**src/rtl/red_pkg.sv**
```systemverilog
// Shared constants and types for the nibble-lane reduction unit.
package red_pkg;
    localparam int NIB_W  = 4;
    localparam int LANES  = 4;
    localparam int PAIR_W = 6;
    localparam int SUM_W  = 7;
    localparam int DATA_W = 16;

    typedef logic signed [NIB_W:0] lane_sum_t;
endpackage

```
**src/rtl/red_lane_add.sv**
```systemverilog
// One lane: exact signed sum of two 4-bit nibbles at 5-bit width.
module red_lane_add
    import red_pkg::*;
(
    input  logic [NIB_W-1:0] i_a,
    input  logic [NIB_W-1:0] i_b,
    output logic [NIB_W:0]   o_sum
);
    lane_sum_t w_a_ext;
    lane_sum_t w_b_ext;
    lane_sum_t w_sum;

    // One guard bit makes the add exact (range -16..+14), so nothing can wrap.
    assign w_a_ext = $signed({i_a[NIB_W-1], i_a});
    assign w_b_ext = $signed({i_b[NIB_W-1], i_b});
    assign w_sum   = w_a_ext + w_b_ext;
    assign o_sum   = w_sum;
endmodule

```
**src/rtl/red_unit.sv**
```systemverilog
// Packed-nibble reduction: four lane sums, balanced adder tree, registered copy.
module red_unit
    import red_pkg::*;
(
    input  logic              clk,
    input  logic              rst_n,
    input  logic [DATA_W-1:0] A,
    input  logic [DATA_W-1:0] B,
    input  logic              en,
    output logic [DATA_W-1:0] R,
    output logic [DATA_W-1:0] R_q,
    output logic              valid
);
    logic [NIB_W:0]            w_lane_raw [LANES];
    lane_sum_t                 w_lane     [LANES];
    logic signed [PAIR_W-1:0]  w_pair_lo;
    logic signed [PAIR_W-1:0]  w_pair_hi;
    logic signed [SUM_W-1:0]   w_total;
    logic [DATA_W-1:0]         r_rq;
    logic                      r_valid;

    for (genvar g = 0; g < LANES; g++) begin : g_lane
        red_lane_add u_lane (
            .i_a   (A[g*NIB_W +: NIB_W]),
            .i_b   (B[g*NIB_W +: NIB_W]),
            .o_sum (w_lane_raw[g])
        );
        assign w_lane[g] = $signed(w_lane_raw[g]);
    end

    // Each level grows by one bit, so the tree is exact down to -64..+56.
    assign w_pair_lo = $signed({w_lane[0][NIB_W], w_lane[0]}) + $signed({w_lane[1][NIB_W], w_lane[1]});
    assign w_pair_hi = $signed({w_lane[2][NIB_W], w_lane[2]}) + $signed({w_lane[3][NIB_W], w_lane[3]});
    assign w_total   = $signed({w_pair_lo[PAIR_W-1], w_pair_lo}) + $signed({w_pair_hi[PAIR_W-1], w_pair_hi});

    assign R = {{(DATA_W-SUM_W){w_total[SUM_W-1]}}, w_total};

    always_ff @(posedge clk or negedge rst_n) begin
        if (!rst_n) begin
            r_rq    <= '0;
            r_valid <= 1'b0;
        end else if (en) begin
            r_rq    <= R;
            r_valid <= 1'b1;
        end
    end

    assign R_q   = r_rq;
    assign valid = r_valid;
endmodule

```
**config.mk**
```make
export PLATFORM = sky130hd
export DESIGN_NAME = red_unit
export DESIGN_NICKNAME = d
export VERILOG_FILES = /design/src/rtl/red_pkg.sv /design/src/rtl/red_lane_add.sv /design/src/rtl/red_unit.sv
export SDC_FILE = /design/constraint.sdc
export NUM_CORES = 1
export LEC_CHECK = 0
export ABC_AREA = 1
export BUFFER_PORTS_ARGS = -buffer_cell sky130_fd_sc_hd__buf_2
export CORE_AREA = 2 2 63 65
export CTS_CLUSTER_SIZE = 20
export DETAILED_ROUTE_END_ITERATION = 6
export DIE_AREA = 0 0 65 67
export HOLD_SLACK_MARGIN = 0.08
export PLACE_DENSITY = 0.68
export SLEW_MARGIN = 25
export SYNTH_ARGS = -nofsm -noshare
export SYNTH_HDL_FRONTEND = slang
export SYNTH_SLANG_ARGS = --single-unit
```
**constraint.sdc**
```tcl
create_clock -name clk -period 6.1 [get_ports clk]
set_input_delay 0.61 -clock clk [delete_from_list [all_inputs] [get_ports clk]]
set_output_delay 0.61 -clock clk [all_outputs]
set_load 0.05 [all_outputs]
```
==> metrics.txt <==
die height=around 67 µm; share of layout cells above drive strength 1=33.0%; Final setup viols=0; DR pass1 iterations=3; die area=between 0.004 and 0.005 mm²; mean post-synth cell area=8.40 µm²; TNS Setup=0 ps; DR vias=1062; DRC Markers=0; Post-synth EDFFs=0; final global-route overflow total=0; Seq/Total Area, Yosys=around 14%; die width=around 65 µm; CTS Root Cell=clkbuf_8; Slew @ Worst Pin=257 ps; Clock Tree Buf Depth=2; cell family with most CP delay=adder cells; Peak Freq=around 200 MHz; GRT Overall Usage=12.4%; CP required=5490 ps; Critical Path Fanout Max=10; Cell Chain, Critical Path=buf_2, inv_1, fa_1, inv_1, fa_1, fa_1, inv_1, fa_1, inv_1, ha_1, inv_1, fa_1, nand3b_1, nand2_1, inv_1, nand2_1, and2_1, buf_2; # hold bufs at CTS=0; I/O pin cnt=68; HP Class=input pin to asynchronous set/reset pin; Yosys cell types=17; fraction of registers with async set/reset=100%; PostCTS Resize Cnt=0; Clock Latency Late Sink=around 220 ps; Iter 0 DRT Violations=17; Final Hold Viols=0; cell mode on critical path=inv_1; Routed Antenna Nets=0; outcome=complete, no violations; DR vias/cell=around 4; worst r2r src=valid$_DFFE_PN0P_; Starting Density=between 30% and 40%; syn_nets=approximately 240; Worst Path Buf+Inv=8; core footprint=0.00361 mm²; CP startpoint kind=input pin; CP endpoint kind=output pin; H-Tree Depth=1; vias in the first global route=~1100; post-DR wirelength/cell=8.55 µm; final WL=2.27 mm; critical path class=input pin to output pin; worst hold slack=217 ps; synth warn=0; first-pass GRT wire length=between 4 and 5 mm; placed inst area=0.00166 mm²; CTS clk-pin slew, worst paths=~40 ps; pin count of the biggest net entering global routing=12; post-CTS setup buffer count=0; fin crit period=between 5000 and 6000 ps; Antenna diodes=0; Design Area, Final=0.00170 mm²; I/O Buffers=67; area of the mapped netlist=0.00140 mm²; post-synthesis register bit count=8; Gate Count Post-Synth=167; initial antenna violation count=0; GP Congestion=0.674; dpl hpwl=2.16 mm; Worst slew margin=83.0%; crit share post-route=between 80% and 90%; setup slack, reg-to-reg=5350 ps; slowest cell delay on critical path=540 ps; clk sinks=8; Synth Flop Type=dfrtp_1; FP Rows=22; setup repair after global routing missed its margin=false; CTS tree=yes; fin. max-slew vios=0; Layout area overhead=21.1%; final net count=289; clock skew=0 ps; Worst EP arrival=4480 ps; CTS Buf Count=3; reg2reg path depth=1; # Max-Cap Violations=0; Slowest-stage cell, CP=fa_1; r2r endpoint=valid$_DFFE_PN0P_
## cell families (layout without fill, tap and decap cells)
family	after synthesis	in the layout	share of synthesized area, %
AO/OA/AOI/OAI	3	3	1.34
XOR/XNOR	2	2	1.25
adder cells (fa/ha/maj)	34	34	44.8
buffers and inverters	80	131	26.3
flip-flops	8	8	14.3
AND/OR/NAND/NOR	40	40	12.0
## sequential cells by signal, indices dropped and copies added (netlist names)
signal / count
valid: 1
R_q: 7
## Yosys cell counts (2+ instances only)
| library cell | n | area share, % |
|---|---|---|
| buf_4 | 18 | 9.6 |
| xnor2_1 | 2 | 1.2 |
| dfrtp_1 | 8 | 14 |
| inv_1 | 61 | 16 |
| fa_1 | 27 | 39 |
| nor2_1 | 2 | 0.54 |
| ha_1 | 7 | 6.2 |
| nand2_1 | 29 | 7.8 |
| nand3_1 | 4 | 1.4 |
| and2_1 | 2 | 0.89 |
## worst max path at each step
stage                     cells past startpoint  from  endpoint
after floorplan                              17  A[2]     R[10]
after global placement                       18  A[2]      R[7]
after detailed placement                     18  A[2]      R[7]
after CTS                                    18  A[2]      R[7]
after global routing                         18  A[2]      R[9]
final                                        18  A[2]      R[7]
## metal layers
layer  vias to the layer above  track usage, %  share of wire (%)
met1                       493            13.5                 37
met2                        29            26.3                 57
li1                        540               -                  -
met3                         0           0.845                5.6
met5                         -               0                  0
met4                         0            1.60                  0
## area by class of cell
type / count / area (µm²)
multi-input combinational: 79 / 833
clock buffer: 3 / 41.3
timing repair buffer: 67 / 335
sequential: 8 / 200
inverter: 61 / 229
tap: 48 / 60.1
fill: 366 / 1910
## layout by cell type (no fill, tap or decap)
| cell type | n |
|---|---|
| nand3b_1 | 1 |
| o21ai_1 | 1 |
| nand3_1 | 4 |
| nand2_1 | 29 |
| inv_1 | 61 |
| fa_1 | 27 |
| dfrtp_1 | 8 |
| and2_1 | 2 |
| nor2_1 | 2 |
| a21oi_1 | 1 |
| xnor2_1 | 2 |
| or2_1 | 1 |
| or2_2 | 1 |
| clkbuf_8 | 3 |
| ha_1 | 7 |
| a21oi_2 | 1 |
| buf_2 | 67 |
## metrics by stage
step                      util [%]  instances  worst slack (ps)
after floorplan                  -        167               880
after global placement        46.0        263              1000
after detailed placement      46.0        263               983
after CTS                     47.1        266               957
after global routing          47.1        266               722
final                         47.1        266              1010
Power is not shown: default switching activity piles up to over one toggle a cycle in this logic, so the estimate is an artifact.
